<file path="src/rtl/cpu_pipe_pkg.sv">
// Shared pipeline control types for the 5-stage core.
// Hazard FSM states and the per-stage write/flush bundle.
package cpu_pipe_pkg;

  typedef enum logic [1:0] {
    RUN      = 2'd0,
    MEM_WAIT = 2'd1,
    MD_BUSY  = 2'd2
  } hz_state_t;

  localparam logic [4:0] REG_ZERO = 5'd0;

  typedef struct packed {
    logic pc_write;
    logic if_id_write;
    logic if_id_flush;
    logic id_ex_write;
    logic id_ex_flush;
    logic ex_mem_write;
    logic mem_wb_write;
  } stage_ctrl_t;

  localparam stage_ctrl_t CTRL_RUN  = stage_ctrl_t'(7'b1101011);
  localparam stage_ctrl_t CTRL_HOLD = stage_ctrl_t'(7'b0000000);
  localparam stage_ctrl_t CTRL_MD   = stage_ctrl_t'(7'b0000011);
  localparam stage_ctrl_t CTRL_BR   = stage_ctrl_t'(7'b1111111);
  localparam stage_ctrl_t CTRL_LU   = stage_ctrl_t'(7'b0001111);

endpackage

</file>
<file path="src/rtl/hazard_stall_ctrl_load_use.sv">
// Load-use comparator: ID source matches a pending load destination.
// Pure combinational so decode checks can reuse it.
module hz_load_use_detect
  import cpu_pipe_pkg::*;
(
  input  logic [4:0] id_rs,
  input  logic [4:0] id_rt,
  input  logic       id_uses_rt,
  input  logic       id_ex_memread,
  input  logic [4:0] id_ex_rt,
  output logic       hazard
);

  logic rs_hit;
  logic rt_hit;

  assign rs_hit = (id_ex_rt == id_rs);
  assign rt_hit = id_uses_rt && (id_ex_rt == id_rt);
  assign hazard = id_ex_memread && (id_ex_rt != REG_ZERO)
                  && (rs_hit || rt_hit);

endmodule

</file>
<file path="src/rtl/hazard_stall_ctrl.sv">
// Hazard/stall sequencer: memory freeze, muldiv occupancy,
// branch flush and load-use bubble, plus stall/timeout status.
module hazard_stall_ctrl
  import cpu_pipe_pkg::*;
#(
  parameter int MD_LAT      = 8,
  parameter int MEM_TIMEOUT = 64,
  parameter int CNT_W       = 16
) (
  input  logic             clk,
  input  logic             rst_n,
  input  logic [4:0]       id_rs,
  input  logic [4:0]       id_rt,
  input  logic             id_uses_rt,
  input  logic             id_ex_memread,
  input  logic [4:0]       id_ex_rt,
  input  logic             ex_branch_taken,
  input  logic             ex_muldiv_start,
  input  logic             mem_req,
  input  logic             mem_ready,
  output logic             pc_write,
  output logic             if_id_write,
  output logic             if_id_flush,
  output logic             id_ex_write,
  output logic             id_ex_flush,
  output logic             ex_mem_write,
  output logic             mem_wb_write,
  output logic [CNT_W-1:0] stall_cycles,
  output logic             mem_timeout
);

  localparam int LAT_W  = $clog2(MD_LAT);
  localparam int WAIT_W = $clog2(MEM_TIMEOUT + 1);

  hz_state_t         state_q, state_d;
  hz_state_t         ret_q, ret_d;
  logic [LAT_W-1:0]  lat_q, lat_d;
  logic [WAIT_W-1:0] wait_q, wait_d;
  logic [CNT_W-1:0]  stall_q, stall_d;
  logic              to_q, to_d;

  stage_ctrl_t ctrl;
  hz_state_t   eff;
  logic        freeze;
  logic        lu_hazard;

  hz_load_use_detect u_lu (
    .id_rs         (id_rs),
    .id_rt         (id_rt),
    .id_uses_rt    (id_uses_rt),
    .id_ex_memread (id_ex_memread),
    .id_ex_rt      (id_ex_rt),
    .hazard        (lu_hazard)
  );

  assign freeze = mem_req && !mem_ready;
  // On the release cycle of a freeze, behave as the state we return to.
  assign eff = (state_q == MEM_WAIT) ? ret_q : state_q;

  always_comb begin
    state_d = state_q;
    ret_d   = ret_q;
    lat_d   = lat_q;
    wait_d  = '0;
    to_d    = to_q;
    ctrl    = CTRL_RUN;
    if (freeze) begin
      ctrl    = CTRL_HOLD;
      state_d = MEM_WAIT;
      if (state_q != MEM_WAIT) ret_d = state_q;
      wait_d  = (wait_q == WAIT_W'(MEM_TIMEOUT))
                ? wait_q : wait_q + WAIT_W'(1);
      if (wait_q == WAIT_W'(MEM_TIMEOUT - 1)) to_d = 1'b1;
    end else if (eff == MD_BUSY) begin
      ctrl = CTRL_MD;
      if (lat_q == '0) begin
        state_d = RUN;
      end else begin
        state_d = MD_BUSY;
        lat_d   = lat_q - LAT_W'(1);
      end
    end else begin
      state_d = RUN;
      if (ex_muldiv_start) begin
        state_d = MD_BUSY;
        lat_d   = LAT_W'(MD_LAT - 1);
      end
      if (ex_branch_taken) ctrl = CTRL_BR;
      else if (lu_hazard)  ctrl = CTRL_LU;
    end
    stall_d = stall_q;
    if (!ctrl.pc_write && (stall_q != '1)) stall_d = stall_q + CNT_W'(1);
  end

  always_ff @(posedge clk or negedge rst_n) begin
    if (!rst_n) begin
      state_q <= RUN;
      ret_q   <= RUN;
      lat_q   <= '0;
      wait_q  <= '0;
      stall_q <= '0;
      to_q    <= 1'b0;
    end else begin
      state_q <= state_d;
      ret_q   <= ret_d;
      lat_q   <= lat_d;
      wait_q  <= wait_d;
      stall_q <= stall_d;
      to_q    <= to_d;
    end
  end

  assign pc_write     = ctrl.pc_write;
  assign if_id_write  = ctrl.if_id_write;
  assign if_id_flush  = ctrl.if_id_flush;
  assign id_ex_write  = ctrl.id_ex_write;
  assign id_ex_flush  = ctrl.id_ex_flush;
  assign ex_mem_write = ctrl.ex_mem_write;
  assign mem_wb_write = ctrl.mem_wb_write;
  assign stall_cycles = stall_q;
  assign mem_timeout  = to_q;

endmodule

</file>
<file path="config.mk">
export PLATFORM = sky130hd
export DESIGN_NAME = hazard_stall_ctrl
export DESIGN_NICKNAME = d
export VERILOG_FILES = /design/src/rtl/cpu_pipe_pkg.sv /design/src/rtl/hazard_stall_ctrl_load_use.sv /design/src/rtl/hazard_stall_ctrl.sv
export SDC_FILE = /design/constraint.sdc
export NUM_CORES = 1
export LEC_CHECK = 0
export CORE_ASPECT_RATIO = 1.25
export CORE_UTILIZATION = 48
export CTS_BUF_LIST = sky130_fd_sc_hd__clkbuf_8 sky130_fd_sc_hd__clkbuf_16
export DETAILED_ROUTE_END_ITERATION = 7
export HOLD_SLACK_MARGIN = 0.02
export PLACE_DENSITY = 0.89
export SLEW_MARGIN = 0
export SYNTH_ARGS = -nofsm -noshare
export SYNTH_HDL_FRONTEND = slang
export SYNTH_SLANG_ARGS = --single-unit
</file>
<file path="constraint.sdc">
create_clock -name clk -period 2.3 [get_ports clk]
set_input_delay 0.23 -clock clk [delete_from_list [all_inputs] [get_ports clk]]
set_output_delay 0.23 -clock clk [all_outputs]
set_load 0.02 [all_outputs]
</file>
== After elaboration in Yosys (flattened, before gate mapping) ==
Cells that the tools add are included.
Word-level totals
  flip-flop bits (word level): 31
  output and inout bits: 24
  bits of input ports: 23
  word-level logic and storage cells: 48
Operators by class
  muxes and demuxes: 14
  equality and inequality tests: 10
  reduce and logical (&&, ||, !) cells: 14
  add/sub/neg operators: 3
  bitwise gates (word level): 1
Operators with widths (count)
  $mux W7: 6
  $add A16 B1 Y16 const B: 1
  $ne A16 B16 Y1 const B: 1
  $eq A5 B5 Y1: 2
  $mux W2: 5
  $mux W3: 3
  $add A7 B1 Y7 const B: 1
  $eq A7 B6 Y1 const B: 1
  $eq A7 B7 Y1 const B: 1
  $logic_and A1 B1 Y1: 5
  $reduce_bool A5 Y1: 1
  $ne A2 B2 Y1 const B: 2
  $reduce_and A2 Y1: 2
  $logic_not A3 Y1: 1
  $reduce_and A3 Y1: 1
  $sub A3 B1 Y3 const B: 1
  $eq A2 B1 Y1 const B: 1
  $eq A2 B2 Y1 const B: 1
  $logic_not A1 Y1: 2
  $ne A2 B1 Y1 const B: 1
  $reduce_bool A2 Y1: 1
  $logic_or A1 B1 Y1: 1
  $not A1 Y1: 1

== Longest topological paths before layout ==
Gate-level depths: netlist of run 1.
  depth after elaboration: 10
  depth in mapped cells: 7

== Modules after synthesis ==
Synthesis of run 1 repeated with hierarchy kept, for this count alone.
Second synthesis, totals
  cell total of the unflattened synthesis: 172
  area, all modules: 1701.6 um^2
By module, submodules not included
  hazard_stall_ctrl: instances 1, area an instance 1569.0 um^2, cells each 155, sequential area each 775.7 um^2
  hz_load_use_detect: instances 1, area an instance 132.6 um^2, cells each 17, sequential area each 0.0 um^2

== Worst setup path after synthesis of run 1 ==
Ideal clock, no wire load.
  path type: register to output
  start: register ret_q[1]
  end: output pc_write
  arrival: 1.888 ns
  buffers on the path: 2
  path slack: 0.182 ns
  cell stages (with the launch flop): 8
  path through: dfrtp_1 -> nor3b_1 -> mux2_2 -> nor2_1 -> o31ai_4 -> buf_6 -> inv_2 -> buf_4
Between the ends
  cells in the longest elaborated chain, start to end: 4
Ends and longest elaborated chain
  start: declaration: RTL line hazard_stall_ctrl.sv:36  | hz_state_t ret_q, ret_d;
  start signal: assignment: RTL line hazard_stall_ctrl.sv:105  | ret_q <= ret_d;
  $mux W2: RTL line hazard_stall_ctrl.sv:58  | assign eff = (state_q == MEM_WAIT) ? ret_q : state_q;
  $eq A2 B2 Y1: RTL line hazard_stall_ctrl.sv:74  | end else if (eff == MD_BUSY) begin
  $mux W7: RTL line hazard_stall_ctrl.sv:74
  $mux W7: RTL line hazard_stall_ctrl.sv:67  | if (freeze) begin
  end: declaration: RTL line hazard_stall_ctrl.sv:21  | output logic pc_write,
No other way between the ends.

== Final worst setup path of run 1 ==
  start: register ret_q[1]
  end: output id_ex_write
Between the ends
  cells in the longest elaborated chain, start to end: 4
Ends and longest elaborated chain
  $mux W2: RTL line hazard_stall_ctrl.sv:58
  $eq A2 B2 Y1: RTL line hazard_stall_ctrl.sv:74
  $mux W7: RTL line hazard_stall_ctrl.sv:74
  $mux W7: RTL line hazard_stall_ctrl.sv:67
  end: declaration: RTL line hazard_stall_ctrl.sv:24  | output logic id_ex_write,
No other way between the ends.

==> results.yml, run 1 <==
sta:
  rsz0062_at_grt: "no"
  min_period_over_period_pct: 96.1
  worst_pin_slew_ps: 385
  timing.final.crit_period_ps: 2210
  setup_ws_ps: 90.4
  setup_tns_ps: 0
  slew_headroom_pct: 74.3
  max_freq_mhz: 453
  skew_ps: 3.46
  finalHoldViolCount: 0
  slew_violations: 0
  final-setup-viol-count: 0
  hold_ws_ps: 361
yosys:
  synth_compound_area_share_pct: 7.76
  synthMuxAreaShare_pct: 1.31
  ys.flop_type: "dfrtp_1"
  netlist_instances: 170
  synth_fa_ha_area_share_pct: 3.63
  synth_top_family_by_area: "simple AND/OR/NAND/NOR gates"
  synth_simple_gate_area_share_pct: 23.4
  syn-num-nets: 198
  syn_area_per_cell_um2: 10.1
  synth-edff-count: 0
  yosysUniqueCellTypes: 40
  ys_async_sr_fraction_pct: 100
  synth_seq_area_share_pct: 45.0
  ys_seq_elements: 31
  ys_warn_count: 0
  synthXorXnorAreaFrac_pct: 14.7
  syn_area_mm2: 0.00172
final_layout:
  fill_cells: 263
  fin_util_pct: 68.0
  final_common_cell: "clkdlybuf4s50_1"
  drive_above_1_share_pct: 15.8
  nNetsFinal: 255
  mostFrequentLayoutCells: "clkdlybuf4s50_1, dfrtp_1, nor2_1, xnor2_1, xor2_1"
  area_growth_pct: 36.1
  antenna_cells: 0
setup_path:
  r2r_cells: 8
  end_kind: "output pin"
  cp-startpoint: "ret_q[1]"
  path_class: "flip-flop to output pin"
  cp_max_fo: 6
  cp-start-kind: "flip-flop"
  cp_data_required_time_ps: 2070
  reg2reg_to: "stall_cycles[1]"
  crit_end: "id_ex_write"
  rr_startpoint: "state_q[1]"
  worstPathArrival_ps: 1980
  r2r_slack_ps: 370
grt:
  antenna_found_initial: 0
  gr-max-usage-layer: "met2"
  grt_overflow: 0
  use_met3_pct: 4.13
  grt_max_degree: 32
  grt_pass1_vias: 1457
  grt_pass1_wl_um: 6130
  grt_usage_pct: 20.1
  grt_use_met2_pct: 38.0
  met1_usage_pct: 21.6
cts:
  cts_htree_levels: 2
  hold_buffers: 0
  cts-root-buf: "clkbuf_8"
  cts.path.max_buffers: 2
  cts_tree: "yes"
  clock-sinks: 31
  path_clk_slew_ps: 70
  numCtsBuffers: 5
  insertion_delay_ps: 280
placement:
  hpwl_um: 2590
  preCtsSetupSlack_ps: -199
  portBuffers: 46
  place_congestion: 0.718
floorplanning:
  fp-row-count: 24
  dieArea_mm2: 0.00384
  coreArea_mm2: 0.00345
  die_x_um: 55.6
  initial_core_util_pct: 49.9
  io_pins: 47
  die_y_um: 69.0
power:
  ir_drop_v: 0.000560
  power_density_mw_per_mm2: 729
  leakage_nw: 0.999
outcome:
  violations: "DRC"
  status: "finished, violations left"
run:
  cap_viol_max_count: 0
worst_hold_path:
  min_path_type: "primary input to async pin"
routing:
  wl_um: 3420
  dr.pass1.iters: 6
  post_drt_wl_per_cell_um: 12.8
  via_count: 1399
  via_per_inst: 5.24
  drtAntennaViolNets: 0
  drc: 1
  dr.first_iter.drc_count: 13
-- final cells by class --
class / instances / area, um^2 / share of cell area, %
repair buffers: 55 / 517 / 22.0
clock inverters: 3 / 15.0 / 0.640
inverters: 9 / 33.8 / 1.44
well taps: 39 / 48.8 / 2.08
clock buffers: 5 / 68.8 / 2.93
flip-flops and latches: 31 / 776 / 33.0
multi-input cells: 125 / 888 / 37.8
-- timing repair --
action	in CTS	in global routing
pin swaps	0	3
buffers inserted	0	0
gates resized for setup	6	5
endpoints found under the setup margin	4	2
-- report_power, final --
group	total, W	switching (W)	internal (W)
combinational	0.000574	0.000289	0.000285
clock	0.000406	0.000200	0.000207
sequential	0.000730	0.0000964	0.000634
total	0.00171	0.000585	0.00113
-- Yosys cell counts (2+ instances only) --
library cell	number	share of area, %
nand4_2	2	1.5
buf_4	3	1.3
nand2_1	10	2.2
nor3_1	4	1.2
dfrtp_1	31	45
nand2b_1	2	0.73
xnor2_1	17	8.6
and3_1	7	2.5
nand4_1	4	1.5
nand3_1	7	2.0
o21ai_0	6	1.7
a21oi_1	6	1.7
nand3_2	6	3.5
nor2_1	17	3.7
inv_1	8	1.7
ha_1	5	3.6
xor2_1	12	6.1
-- critical path: stages, from the launching register on --
cell,delay (ps)
dfrtp_1,380
nor3b_1,140
mux2_2,320
nor2_1,110
buf_4,150
clkdlybuf4s50_1,600
-- metal layers --
layer | wire (um) | vias to the layer above
li1 | - | 696
met3 | 148 | 3
met2 | 1900 | 39
met4 | 21 | 0
met5 | 0 | -
met1 | 1340 | 661
-- per-stage QoR --
stage	cell area [um^2]	total power, W	cells
2_1_floorplan	1720	0.00104	170
3_3_place_gp	2260	0.00129	259
3_5_place_dp	2260	0.00132	259
4_1_cts	2350	0.00173	267
5_1_grt	2350	0.00181	267
6_report	2350	0.00171	267
-- cell families (layout without fill, tap and decap cells) --
family,Yosys count,in the layout
fa+ha+maj,5,5
flops,31,31
xor+xnor,29,29
compound gates,20,20
simple gates,69,69
mux,2,2
buf+inv,14,72
-- worst min-delay path by stage --
stage                     slack (ps)  cells past startpoint   startpoint           to
final                            360                      2        rst_n     lat_q[1]
after global routing             390                      2        rst_n     lat_q[0]
after CTS                        370                      2        rst_n     lat_q[1]
after detailed placement         450                      2  mem_timeout  mem_timeout
after global placement           450                      2  mem_timeout  mem_timeout
after floorplan                  -70                      0        rst_n     lat_q[0]
-- state kept, by name, indices dropped and copies added (netlist names) --
register,flops
stall_cycles,16
mem_timeout,1
ret_q,2
wait_q,7
lat_q,3
state_q,2
No activity file was read; power rests on OpenSTA's default activity.
==> run 2, diff against run 1 <==
--- a/config.mk
+++ b/config.mk
@@ -11,6 +11,7 @@
 export DETAILED_ROUTE_END_ITERATION = 7
 export HOLD_SLACK_MARGIN = 0.02
 export PLACE_DENSITY = 0.89
+export SKIP_LAST_GASP = 1
 export SLEW_MARGIN = 0
 export SYNTH_ARGS = -nofsm -noshare
 export SYNTH_HDL_FRONTEND = slang
==> results.yml, run 2 (synthesized netlist as in run 1, its figures left out) <==
outcome:
  violations: "DRC"
  status: "finished, violations left"
setup_path:
  end_kind: "output pin"
  cpLargestDelayFamily: "buffers and inverters"
  cp_max_fo: 6
  worstPathArrival_ps: 1980
  cp-start-kind: "flip-flop"
  path_class: "flip-flop to output pin"
  path_cells: "nor3b_1 > mux2_2 > nor2_1 > buf_4 > clkdlybuf4s50_1"
  reg2reg_to: "stall_cycles[1]"
  cp_slowest_cell: "clkdlybuf4s50_1"
  cp_data_required_time_ps: 2070
  cpPeakStageDelay_ps: 600
  worstSetupPathDepth: 5
  r2r_cells: 8
  r2r_slack_ps: 370
  rr_startpoint: "state_q[1]"
  critPathBufInv: 2
grt:
  antenna_found_initial: 0
  grt_usage_pct: 20.1
  grt_pass1_vias: 1457
  grt_pass1_wl_um: 6130
  grt_max_degree: 32
  grt_overflow: 0
floorplanning:
  coreArea_mm2: 0.00345
  initial_core_util_pct: 49.9
  io_pins: 47
  die_y_um: 69.0
  fp-row-count: 24
  die_x_um: 55.6
  dieArea_mm2: 0.00384
sta:
  finalHoldViolCount: 0
  setup_tns_ps: 0
  timing.final.crit_period_ps: 2210
  slew_headroom_pct: 74.3
  final-setup-viol-count: 0
  min_period_over_period_pct: 96.1
  worst_pin_slew_ps: 385
  skew_ps: 3.46
  slew_violations: 0
  rsz0062_at_grt: "yes"
  max_freq_mhz: 453
final_layout:
  area_growth_pct: 36.1
  mostFrequentLayoutCells: "clkdlybuf4s50_1, dfrtp_1, nor2_1, xnor2_1, xor2_1"
  largest_register_ffs: 16
  seqCellArea_um2: 776
  antenna_cells: 0
  multi_input_area_um2: 888
  drive_above_1_share_pct: 15.8
  final_common_cell: "clkdlybuf4s50_1"
  fill_cells: 264
  nNetsFinal: 255
worst_hold_path:
  min_path_type: "primary input to async pin"
routing:
  via_per_inst: 5.24
  drtAntennaViolNets: 0
  post_drt_wl_per_cell_um: 12.8
  dr.first_iter.drc_count: 13
  dr.pass1.iters: 6
  wl_um: 3420
  via_count: 1399
  drc: 1
power:
  p_int_w: 0.00112
  sequentialPowerShare_pct: 42.7
  switching_share_pct: 34.2
  p_clk_share_pct: 23.8
  ir_drop_v: 0.000560
  power_density_mw_per_mm2: 729
  p_switching_w: 0.000585
  pwr-share-comb_pct: 33.5
  power_w: 0.00171
  leakage_nw: 1.00
cts:
  path_clk_slew_ps: 70
  cts.path.max_buffers: 2
  cts_htree_levels: 2
  insertion_delay_ps: 280
  clock-sinks: 31
  cts_tree: "yes"
  numCtsBuffers: 5
  cts-root-buf: "clkbuf_8"
placement:
  hpwl_um: 2590
  portBuffers: 46
  place_congestion: 0.718
run:
  cap_viol_max_count: 0
-- run 2: cell type report --
| type | instances | share of cell area [%] |
|---|---|---|
| clock inverters | 3 | 0.640 |
| well taps | 39 | 2.08 |
| flip-flops and latches | 31 | 33.1 |
| repair buffers | 55 | 22.0 |
| multi-input cells | 125 | 37.9 |
| clock buffers | 5 | 2.93 |
| inverters | 9 | 1.44 |
-- run 2: worst max path at each step --
stage / from / end / slack (ps)
6_report: ret_q[1] / id_ex_write / 90
5_1_grt: id_ex_rt[1] / id_ex_flush / -4
4_1_cts: id_ex_rt[2] / pc_write / 9
3_5_place_dp: id_ex_rt[2] / pc_write / -200
3_3_place_gp: id_ex_rt[3] / pc_write / -140
2_1_floorplan: ret_q[1] / pc_write / 180
-- run 2: power by group through the flow --
stage,Sequential [W],Combinational (W),Clock (W)
CTS,0.000731,0.000582,0.000417
finish,0.000730,0.000573,0.000406
detailed placement,0.000734,0.000581,0
floorplan,0.000794,0.000250,0
global placement,0.000733,0.000562,0
global route,0.000746,0.000623,0.000441
-- run 2: routing by layer --
layer / track usage [%] / vias to the layer above / part of all wire [%]
met5: 0 / - / 0
met4: 7.22 / 0 / 0.61
met3: 4.13 / 3 / 4.3
met2: 38.0 / 39 / 56
met1: 21.6 / 661 / 39
li1: - / 696 / -
-- run 2: per-stage QoR --
step | cell area [um^2] | hold slack (ps) | utilization (%) | setup slack, ps | cells
3_5_place_dp | 2260 | 453 | 65.5 | -199 | 259
2_1_floorplan | 1720 | -65.6 | - | 182 | 170
6_report | 2350 | 361 | 67.9 | 90.4 | 267
5_1_grt | 2350 | 388 | 67.9 | -4.19 | 267
4_1_cts | 2350 | 373 | 68.2 | 9.32 | 267
3_3_place_gp | 2260 | 446 | 65.5 | -141 | 259
-- run 2: repair_timing --
item	in CTS	in global routing
endpoints found under the setup margin	4	2
hold buffers	0	0
buffers inserted	0	0
gates resized for setup	6	4
pin swaps	0	3
-- run 2: worst register-to-register path, stage by stage, from the launching register on --
cell and delay, ps:
dfrtp_1 410, nor3b_1 210, mux2_2 250, nor2_1 60, buf_4 150, o31ai_4 70, buf_4 290, nand2_2 90
mux2_1 310
==> run 3, diff against run 2 <==
--- a/config.mk
+++ b/config.mk
@@ -6,11 +6,11 @@
 export NUM_CORES = 1
 export LEC_CHECK = 0
 export CORE_ASPECT_RATIO = 1.25
-export CORE_UTILIZATION = 48
+export CORE_UTILIZATION = 33
 export CTS_BUF_LIST = sky130_fd_sc_hd__clkbuf_8 sky130_fd_sc_hd__clkbuf_16
 export DETAILED_ROUTE_END_ITERATION = 7
 export HOLD_SLACK_MARGIN = 0.02
-export PLACE_DENSITY = 0.89
+export PLACE_DENSITY = 0.67
 export SKIP_LAST_GASP = 1
 export SLEW_MARGIN = 0
 export SYNTH_ARGS = -nofsm -noshare
==> results.yml, run 3 (synthesized netlist as in run 1, its figures left out) <==
sta:
  timing.final.crit_period_ps: 2200
  rsz0062_at_grt: "no"
  slew_headroom_pct: 68.9
  finalHoldViolCount: 0
  skew_ps: 6.30
  slew_violations: 0
  max_freq_mhz: 455
  worst_pin_slew_ps: 465
  min_period_over_period_pct: 95.6
  final-setup-viol-count: 0
run:
  cap_viol_max_count: 0
grt:
  grt_pass1_vias: 1368
  grt_max_degree: 32
  grt_overflow: 0
  grt_usage_pct: 14.5
  antenna_found_initial: 0
  grt_pass1_wl_um: 6100
power:
  sequentialPowerShare_pct: 42.9
  pwr-share-comb_pct: 33.3
  switching_share_pct: 34.0
  power_density_mw_per_mm2: 711
  ir_drop_v: 0.000435
  leakage_nw: 1.04
  p_switching_w: 0.000577
  p_clk_share_pct: 23.8
  power_w: 0.00170
  p_int_w: 0.00112
setup_path:
  cp-start-kind: "flip-flop"
  cpPeakStageDelay_ps: 600
  end_kind: "output pin"
  rr_startpoint: "state_q[1]"
  r2r_slack_ps: 380
  cp_data_required_time_ps: 2070
  cp_slowest_cell: "clkdlybuf4s50_1"
  cp_max_fo: 6
  path_cells: "nor3b_1 > mux2_2 > nor2_1 > buf_4 > clkdlybuf4s50_1"
  path_class: "flip-flop to output pin"
  critPathBufInv: 2
  cpLargestDelayFamily: "buffers and inverters"
  r2r_cells: 8
  worstPathArrival_ps: 1970
  reg2reg_to: "stall_cycles[1]"
cts:
  insertion_delay_ps: 290
  cts-root-buf: "clkbuf_8"
  clock-sinks: 31
  path_clk_slew_ps: 60
  numCtsBuffers: 5
  postCtsSetupBuffers: 0
  cts_htree_levels: 2
  cts.path.max_buffers: 2
  cts_tree: "yes"
final_layout:
  drive_above_1_share_pct: 14.0
  mostFrequentLayoutCells: "clkdlybuf4s50_1, dfrtp_1, nor2_1, xnor2_1, xor2_1"
  area_growth_pct: 38.5
  fin_cells: 290
  final_common_cell: "clkdlybuf4s50_1"
  antenna_cells: 0
  nNetsFinal: 255
  largest_register_ffs: 16
routing:
  dr.first_iter.drc_count: 31
  post_drt_wl_per_cell_um: 11.8
  drc: 0
  wl_um: 3430
  via_per_inst: 4.77
  via_count: 1384
  dr.pass1.iters: 4
  drtAntennaViolNets: 0
floorplanning:
  die_x_um: 66.7
  fp-row-count: 29
  io_pins: 47
  coreArea_mm2: 0.00504
  initial_core_util_pct: 34.2
  die_y_um: 82.8
  dieArea_mm2: 0.00552
placement:
  place_congestion: 0.770
  hpwl_um: 2490
  placed_cells: 282
  portBuffers: 46
outcome:
  status: "finished clean"
worst_hold_path:
  min_path_type: "primary input to async pin"
-- run 3: cell count changes in the layout (fill, tap and decap cells not counted), sizes merged --
cell	change
dlymetal6s2s	+3
clkbuf	-2
clkdlybuf4s50	-2
clkinv	-2
inv	+2
dlygate4sd2	+1
-- run 3: metal layers --
| layer | GRT usage, % | wire (um) | up-vias | part of all wire [%] |
|---|---|---|---|---|
| li1 | - | - | 699 | - |
| met1 | 18.4 | 1510 | 642 | 44 |
| met2 | 22.3 | 1660 | 37 | 49 |
| met3 | 4.26 | 182 | 6 | 5.3 |
| met4 | 6.38 | 69 | 0 | 2.0 |
| met5 | 0 | 0 | - | 0 |
-- run 3: cell type report --
cell class,count,area (um^2)
clock buffers,5,68.8
clock inverters,3,12.5
fillers,479,2660
inverters,9,33.8
multi-input cells,125,888
flip-flops and latches,31,776
well taps,62,77.6
repair buffers,55,532
-- run 3: worst max path at each step --
stage	depth (start not counted)	from	end	slack, ps
6_report	5	ret_q[1]	id_ex_write	100
5_1_grt	5	ret_q[1]	id_ex_write	1
4_1_cts	8	id_ex_rt[1]	id_ex_flush	-160
3_5_place_dp	6	id_ex_rt[2]	id_ex_flush	-200
3_3_place_gp	6	id_ex_rt[2]	id_ex_flush	-190
2_1_floorplan	7	ret_q[1]	pc_write	180
-- run 3: timing repair --
action                                  in CTS  in global routing
hold buffers                                 0                  0
resized for setup                            4                  4
pin swaps                                    0                  1
endpoints found under the setup margin       4                  4
-- run 3: power by group through the flow --
| stage | Combinational (W) | Sequential, W | Clock (W) |
|---|---|---|---|
| detailed placement | 0.000574 | 0.000737 | 0 |
| global route | 0.000618 | 0.000745 | 0.000448 |
| CTS | 0.000572 | 0.000729 | 0.000418 |
| global placement | 0.000567 | 0.000735 | 0 |
| finish | 0.000566 | 0.000728 | 0.000404 |
| floorplan | 0.000250 | 0.000794 | 0 |
-- run 3: through the flow --
step	setup WS (ps)	hold slack (ps)	utilization [%]	setup TNS [ps]	instance area, um^2
floorplan	182	-65.6	-	0	1720
global placement	-195	449	45.4	-944	2290
global route	1.24	380	47.4	0	2390
CTS	-161	353	47.1	-161	2370
finish	101	342	47.4	0	2390
detailed placement	-201	456	45.4	-1150	2290
-- run 3: worst reg2reg max path, delay by kind of cell (launching register included) --
family	cells	cell delay (ps)
flip-flops	1	410
AO/OA/AOI/OAI	1	70
buffers and inverters	2	440
AND/OR/NAND/NOR	3	340
multiplexers	2	560
